--- config.mk ---
export PLATFORM = sky130hd
export DESIGN_NAME = seq_detect_param
export DESIGN_NICKNAME = d
export VERILOG_FILES = /design/src/rtl/seq_detect_param_pkg.sv /design/src/rtl/seq_detect_param_sat_counter.sv /design/src/rtl/seq_detect_param.sv
export SDC_FILE = /design/constraint.sdc
export NUM_CORES = 1
export LEC_CHECK = 0
export CORE_MARGIN = 3
export CORE_UTILIZATION = 41
export DETAILED_ROUTE_END_ITERATION = 10
export GPL_ROUTABILITY_DRIVEN = 0
export REMOVE_ABC_BUFFERS = 1
export SLEW_MARGIN = 20
export SYNTH_ARGS = -nofsm -noshare
export SYNTH_HDL_FRONTEND = slang
export SYNTH_SLANG_ARGS = --single-unit
--- constraint.sdc ---
create_clock -name CLK -period 5.45 [get_ports CLK]
set_input_delay 1.09 -clock CLK [delete_from_list [all_inputs] [get_ports CLK]]
set_output_delay 1.09 -clock CLK [all_outputs]
set_load 0.1 [all_outputs]
--- src/rtl/seq_detect_param_pkg.sv ---
// Shared definitions for the serial pattern detector: FSM encodings,
// default sizing constants and the pattern-length width helper.
package seq_detect_param_pkg;

  localparam int DEFAULT_MAX_LEN = 8;
  localparam int DEFAULT_CNT_W   = 8;

  typedef enum logic [0:0] {
    ST_UNCFG = 1'b0,
    ST_RUN   = 1'b1
  } state_t;

  // Bits needed to hold any length from 0 up to max_len inclusive.
  function automatic int len_width(input int max_len);
    return $clog2(max_len + 1);
  endfunction

endpackage

--- src/rtl/seq_detect_param_sat_counter.sv ---
// Reusable saturating up-counter with synchronous clear; clear beats increment
// and the count sticks at all-ones instead of wrapping.
module sat_counter #(
  parameter int W = 8
) (
  input  logic         clk,
  input  logic         rst,
  input  logic         clr,
  input  logic         inc,
  output logic [W-1:0] count
);

  localparam logic [W-1:0] CNT_MAX = {W{1'b1}};

  logic [W-1:0] count_r;

  // Count register: reset, clear, then saturating increment.
  always_ff @(posedge clk) begin
    if (rst) begin
      count_r <= '0;
    end else if (clr) begin
      count_r <= '0;
    end else if (inc && (count_r != CNT_MAX)) begin
      count_r <= count_r + W'(1);
    end else begin
      count_r <= count_r;
    end
  end

  assign count = count_r;

endmodule

--- src/rtl/seq_detect_param.sv ---
// Run-time programmable serial pattern detector with overlap control,
// one-cycle registered detect flag and a saturating match count.
module seq_detect_param
  import seq_detect_param_pkg::*;
#(
  parameter int MAX_LEN = DEFAULT_MAX_LEN,
  parameter int LEN_W   = len_width(MAX_LEN),
  parameter int CNT_W   = DEFAULT_CNT_W
) (
  input  logic               CLK,
  input  logic               RST,
  input  logic               IN,
  input  logic               EN,
  input  logic               PAT_LOAD,
  input  logic [MAX_LEN-1:0] PAT,
  input  logic [LEN_W-1:0]   PAT_LEN,
  input  logic               OVERLAP,
  input  logic               CNT_CLR,
  output logic               DET,
  output logic [CNT_W-1:0]   MATCH_CNT,
  output logic               CFG_ERR,
  output logic               ARMED
);

  localparam logic [LEN_W-1:0] LEN_MAX = LEN_W'(MAX_LEN);

  state_t             state_r, state_next_s;
  logic [MAX_LEN-1:0] pat_r;
  logic [LEN_W-1:0]   pat_len_r;
  logic               overlap_r;
  logic [MAX_LEN-1:0] hist_r;
  logic [LEN_W-1:0]   fill_r;
  logic               det_r;
  logic               cfg_err_r;
  logic               armed_r;

  logic               len_ok_s;
  logic               good_load_s;
  logic               bad_load_s;
  logic               sample_s;
  logic [MAX_LEN-1:0] hist_next_s;
  logic [LEN_W-1:0]   fill_next_s;
  logic [MAX_LEN-1:0] mask_s;
  logic               match_s;

  // Load qualification and the candidate next history/fill for this cycle.
  always_comb begin
    len_ok_s     = (PAT_LEN != '0) && (PAT_LEN <= LEN_MAX);
    good_load_s  = PAT_LOAD && len_ok_s;
    bad_load_s   = PAT_LOAD && !len_ok_s;
    sample_s     = EN && !PAT_LOAD && (state_r == ST_RUN);
    hist_next_s  = {hist_r[MAX_LEN-2:0], IN};
    if (fill_r == LEN_MAX) begin
      fill_next_s = fill_r;
    end else begin
      fill_next_s = fill_r + LEN_W'(1);
    end
  end

  // Compare only the low PAT_LEN bits, and only once enough bits have arrived.
  always_comb begin
    mask_s = '0;
    for (int i = 0; i < MAX_LEN; i++) begin
      mask_s[i] = (LEN_W'(i) < pat_len_r);
    end
    if (sample_s && ((hist_next_s & mask_s) == (pat_r & mask_s)) &&
        (fill_next_s >= pat_len_r)) begin
      match_s = 1'b1;
    end else begin
      match_s = 1'b0;
    end
  end

  // FSM next state: only a valid load leaves UNCFG, only RST returns to it.
  always_comb begin
    state_next_s = state_r;
    case (state_r)
      ST_UNCFG: begin
        if (good_load_s) begin
          state_next_s = ST_RUN;
        end else begin
          state_next_s = ST_UNCFG;
        end
      end
      ST_RUN:  state_next_s = ST_RUN;
      default: state_next_s = ST_UNCFG;
    endcase
  end

  // FSM state register.
  always_ff @(posedge CLK) begin
    if (RST) begin
      state_r <= ST_UNCFG;
    end else begin
      state_r <= state_next_s;
    end
  end

  // Configuration, history, fill and registered status outputs.
  always_ff @(posedge CLK) begin
    if (RST) begin
      pat_r     <= '0;
      pat_len_r <= '0;
      overlap_r <= 1'b0;
      hist_r    <= '0;
      fill_r    <= '0;
      det_r     <= 1'b0;
      cfg_err_r <= 1'b0;
      armed_r   <= 1'b0;
    end else begin
      det_r     <= match_s;
      cfg_err_r <= bad_load_s;
      armed_r   <= (state_next_s == ST_RUN);
      if (good_load_s) begin
        pat_r     <= PAT;
        pat_len_r <= PAT_LEN;
        overlap_r <= OVERLAP;
        hist_r    <= '0;
        fill_r    <= '0;
      end else if (sample_s) begin
        hist_r <= hist_next_s;
        // Non-overlap: matched bits may not seed the next match.
        fill_r <= (match_s && !overlap_r) ? '0 : fill_next_s;
      end else begin
        hist_r <= hist_r;
        fill_r <= fill_r;
      end
    end
  end

  sat_counter #(.W(CNT_W)) u_match_cnt (
    .clk   (CLK),
    .rst   (RST),
    .clr   (CNT_CLR),
    .inc   (match_s),
    .count (MATCH_CNT)
  );

  assign DET     = det_r;
  assign CFG_ERR = cfg_err_r;
  assign ARMED   = armed_r;

endmodule

# ---- Word-level counts from Yosys, hierarchy flattened
# Cells that the tools add are included.
dict set report op_classes {
  bitwise_logic 3
  mux 5
  order_cmp 10
  n_reduce_logical 15
  add_sub_neg 2
  eq_ne 3
}
# operator n
set ops {}
lappend ops {{AND 8 bit} 2}
lappend ops {{< comparator 3 x 4 -> 1 bit, first input constant} 4}
lappend ops {{logical AND 1 bit} 9}
lappend ops {{adder 8 x 1 -> 8 bit, second input constant} 1}
lappend ops {{== test 8 bit} 1}
lappend ops {{< comparator 1 x 4 -> 1 bit, first input constant} 2}
lappend ops {{< comparator 2 x 4 -> 1 bit, first input constant} 2}
lappend ops {{two-way mux 4 bit} 2}
lappend ops {{!= test 8 bit, second input constant} 1}
lappend ops {{adder 4 x 1 -> 4 bit, second input constant} 1}
lappend ops {{== test 4 bit, second input constant} 1}
lappend ops {{greater-or-equal comparator 4 bit} 1}
lappend ops {{less-or-equal comparator 4 bit, second input constant} 1}
lappend ops {{nonzero test 4 bit} 1}
lappend ops {{OR reduction 2 bit} 2}
lappend ops {{logical NOT 1 bit} 3}
lappend ops {{two-way mux 1 bit} 2}
lappend ops {{one-hot mux 1 bit (2 select lines)} 1}
lappend ops {{NOT 1 bit} 1}
dict set report totals {
  out_inout_bits 11
  ff_bits 35
  inputBits 19
  word_cells 47
}

# ---- Logic depth before layout (Yosys ltp)
dict set report depth {
  depth_word 8
  ltp_mapped 11
  mapped_depth_nobuf 11
}

# ---- Cells and area by module
# From an unflattened synthesis, not the netlist that was laid out.
dict set report unflattened {
  hier_cells 202
  hier_area_um2 1779.2
}
# mod instances cells_per_inst area_per_inst_um2 seq_area_each_um2
set by_module_without_submodules {}
lappend by_module_without_submodules {seq_detect_param 1 155 1343.8 540.5}
lappend by_module_without_submodules {sat_counter 1 47 435.4 160.2}

# ---- Worst setup path before layout
# No wires, ideal clock.
dict set report synth_path {
  kind {reg2reg}
  startpoint {register fill_r[0]}
  endpoint {register u_match_cnt.count_r[6] (netlist: u_match_cnt.count[6])}
  period_less_slack_ps 2697
  path_buffers 0
  path_slack_ps 2753
  setup_time_ps 129
  path_stages_with_launch 12
  required_time_ps 5321
  t_arrival_ps 2568
  path_cell_list {dfxtp_1 inv_1 ha_1 and3b_1 xnor2_1 ha_1 nand2b_1 a2111oi_0 nor4_4 and2_1 a31oi_1 a211oi_1}
}
dict set report synth_between {
  elab_chain_len 6
  elab_cells_between_ends 7
  cone_classes {add/sub (1); order compare (1); eq/ne (1); mux (2); reduce/logical (2)}
}
# item line
set synth_rtl {}
lappend synth_rtl {{from (decl)} seq_detect_param.sv:32} ;# logic [LEN_W-1:0] fill_r;
lappend synth_rtl {{from (signal assigned)} seq_detect_param.sv:123} ;# fill_r <= (match_s && !overlap_r) ? '0 : fill_next_s;
lappend synth_rtl {{from (signal assigned)} seq_detect_param.sv:126} ;# fill_r <= fill_r;
lappend synth_rtl {{adder 4 x 1 -> 4 bit / == test 4 bit (equally long branches)} {seq_detect_param.sv:56, seq_detect_param.sv:53}}
lappend synth_rtl {{two-way mux 4 bit (*)} seq_detect_param.sv:53} ;# if (fill_r == LEN_MAX) begin
lappend synth_rtl {{greater-or-equal comparator 4 bit (*)} seq_detect_param.sv:67} ;# (fill_next_s >= pat_len_r)) begin
lappend synth_rtl {{logical AND 1 bit (*)} seq_detect_param.sv:66} ;# if (sample_s && ((hist_next_s & mask_s) == (pat_r & mask_s)) &&
lappend synth_rtl {{two-way mux 1 bit (*)} seq_detect_param.sv:66}
lappend synth_rtl {{logical AND 1 bit (*)} seq_detect_param_sat_counter.sv:23} ;# end else if (inc && (count_r != CNT_MAX)) begin
lappend synth_rtl {{to (signal assigned)} seq_detect_param_sat_counter.sv:24} ;# count_r <= count_r + W'(1);
lappend synth_rtl {{to (signal assigned)} seq_detect_param_sat_counter.sv:26} ;# count_r <= count_r;
lappend synth_rtl {{to (decl)} seq_detect_param_sat_counter.sv:15} ;# logic [W-1:0] count_r;
# Every way passes the cells marked *; elsewhere a longest branch is shown, timed or not.
# A chain may end at the register's enable or synchronous reset.

# ---- Worst setup path after layout
dict set report layout_path {
  startpoint {input PAT_LOAD}
  endpoint {register u_match_cnt.count_r[7] (netlist: u_match_cnt.count[7])}
}
dict set report layout_between {
  elab_chain_len 7
}
# item line
set layout_rtl {}
lappend layout_rtl {{from (decl)} seq_detect_param.sv:14} ;# input logic PAT_LOAD,
lappend layout_rtl {{logical NOT 1 bit} seq_detect_param.sv:51} ;# sample_s = EN && !PAT_LOAD && (state_r == ST_RUN);
lappend layout_rtl {{logical AND 1 bit (2 in series)} seq_detect_param.sv:51}
lappend layout_rtl {{logical AND 1 bit (2 in series)} seq_detect_param.sv:66}
lappend layout_rtl {{two-way mux 1 bit} seq_detect_param.sv:66}
lappend layout_rtl {{logical AND 1 bit} seq_detect_param_sat_counter.sv:23}
# No other way between the ends.

==> results.yml <==
worst_setup_path:
  end_kind: "register"
  start_kind: "input port"
  r2r_slack_ns: 2.40
  worstPathArrival_ns: 3.47
  crit_fanout: 11
  crit_type: "in2reg"
  worstPathRequired_ns: 5.66
timing:
  slew_headroom: 0.3527
  rsz0062_at_grt: "no"
  max_freq_ghz: 0.3065
  hold_viol_final: 0
  finalSetupViolCount: 0
  skew_ns: 0.005964
  finalCritPeriodShare: 0.5987
  worstMarginPinSlew_ns: 0.9679
  finalCriticalPeriod_ns: 3.263
  tns_ns: 0
  slew_violations: 0
logic_synthesis:
  ys_warn_count: 0
  yosysSeqAreaShare: 0.4037
  syn_inst: 197
  syn_area_per_cell_um2: 8.809
  ys.flop_type: "dfxtp_1"
  syn_area_um2: 1735
  synth_cell_type_count: 40
  synth_edf_count: 0
  ys_ff_latch: 35
  synthArstFlopShare: 0
final_layout:
  syn_to_final_growth_pct: 21.34
  drive_above_1_share: 0.04054
  fin_area_um2: 2106
  antenna_cells: 0
  fin_nets: 249
global_route:
  overflow: 0
  grt_usage: 0.1496
  grt_max_degree: 20
  grt_pass1_vias: 1350
  grt_pass1_wl_mm: 6.127
  antenna_found_initial: 0
floorplan:
  rows: 23
  die_w_um: 71.06
  io_pins: 30
  die_h_um: 71.06
  coreArea_um2: 4029
  die_area_um2: 5050
  initial_core_util: 0.4307
placement:
  port-buffer-count: 29
  placed_cell_area_um2: 2033
  dp_hpwl_mm: 2.726
power:
  ir_worst_vdd_mv: 0.1283
  p_leak_nw: 0.7756
  p_per_area_nw_per_um2: 237.4
min_path:
  hold_class: "reg2reg"
detailed_routing:
  drc: 0
  via_per_inst: 5.246
  firstDrtPassIters: 4
  wire_per_inst_um: 13.03
  detail-route-antenna-nets: 0
  drt_iter0_drc: 66
  vias: 1427
  wl_mm: 3.543
clocking:
  cts.hold.buffers_added: 0
  cts-resized-gates: 0
  clock_latency_ns: 0.28
  cts_num_sinks: 35
  clkTransAtPathRegs_ns: 0.06
  cts-buffers-inserted: 5
  postCtsSetupBuffers: 0
  cts_tree: "yes"
  clock-root-buffer: "clkbuf_8"
  clk_path_buf_depth: 2
  htreeDepth: 2
flow_run:
  max_cap_violations: 0
status:
  status: "finished, final reports clean"
cell usage in the layout (no fill, tap or decap), types with 3 or more instances in the layout:
cell | Yosys | routed
ha_1 | 7 | 7
nor3_1 | 3 | 3
inv_1 | 8 | 8
nand3_1 | 9 | 9
a21oi_1 | 15 | 15
xnor2_1 | 11 | 11
clkbuf_8 | 0 | 5
nor2_1 | 18 | 18
or4_1 | 3 | 3
clkdlybuf4s50_1 | 0 | 29
a31oi_1 | 3 | 3
xor2_1 | 3 | 3
dfxtp_1 | 35 | 35
mux2i_1 | 13 | 13
o22ai_1 | 3 | 3
nand2_1 | 27 | 27
worst max-delay path, stage by stage:
cell	delay [ns]
clkdlybuf4s50_1	0.46
and3b_1	0.50
o21ai_0	0.25
nor4_4	0.31
nand3_4	0.19
or4_1	0.50
a21oi_1	0.16
synthesized netlist by cell type (3+ instances only):
master | number | share of area
a31oi_1 | 3 | 0.011
xor2_1 | 3 | 0.015
dfxtp_1 | 35 | 0.40
nor2_1 | 18 | 0.039
nand2_1 | 27 | 0.058
nor3_1 | 3 | 0.0086
inv_1 | 8 | 0.017
or4_1 | 3 | 0.013
xnor2_1 | 11 | 0.056
mux2i_1 | 13 | 0.075
nand3_1 | 9 | 0.026
o22ai_1 | 3 | 0.011
ha_1 | 7 | 0.050
a21oi_1 | 15 | 0.043
clkbuf_1 | 5 | 0.011
layout make-up:
class,count,area (um2)
multi-input combinational,144,949.7
inverter,8,30.03
clock buffer,6,72.57
timing repair buffer,29,290.3
tap,50,62.56
sequential,35,700.7
fill,386,1923
metal layers:
metal	vias up	routed length, um	track usage
li1	737	-	-
met1	673	1675	0.1942
met2	13	1752	0.2420
met3	4	90	0.04688
met4	0	25	0.03758
met5	-	0	0
metrics by stage:
step	util	total power, mW	hold WS [ns]	setup slack, ns	cells
CTS	0.5227	0.5064	0.4733	2.218	272
floorplan	-	0.3139	0.4488	2.716	187
finish	0.5227	0.4999	0.4718	2.187	272
detailed placement	0.5047	0.3408	0.4646	1.931	266
global route	0.5227	0.5240	0.4986	2.008	272
global placement	0.5047	0.3384	0.4610	2.029	266
kinds of logic after synthesis:
kind of cell / after synthesis / share of synthesized area
compound gates: 32 / 0.1139
xor+xnor: 14 / 0.07066
fa+ha+maj: 7 / 0.05047
buf+inv: 18 / 0.04903
flops: 35 / 0.4037
mux: 13 / 0.07498
simple gates: 78 / 0.2372
state kept, by name, summed over array words and instances, names as in the netlist:
name,cells
CFG_ERR,1
pat_len_r,4
overlap_r,1
fill_r,4
ARMED,1
hist_r,7
DET,1
pat_r,8
u_match_cnt.count,8
where the power goes:
group | switching (mW) | internal, mW | leakage (nW)
Clock | 0.0803 | 0.0850 | 0.0371
Combinational | 0.0347 | 0.0300 | 0.455
Sequential | 0.00723 | 0.263 | 0.284
worst paths after layout:
path / cells past startpoint / start / to
min reg2reg: 2 / hist_r[6]$_SDFFE_PP0P_ / hist_r[6]$_SDFFE_PP0P_
max: 7 / PAT_LOAD / u_match_cnt.count[7]$_SDFFE_PP0P_
min: 2 / hist_r[6]$_SDFFE_PP0P_ / hist_r[6]$_SDFFE_PP0P_
max reg2reg: 11 / fill_r[0]$_SDFFE_PP0P_ / u_match_cnt.count[6]$_SDFFE_PP0P_
Power figures use the tool's default switching activity.
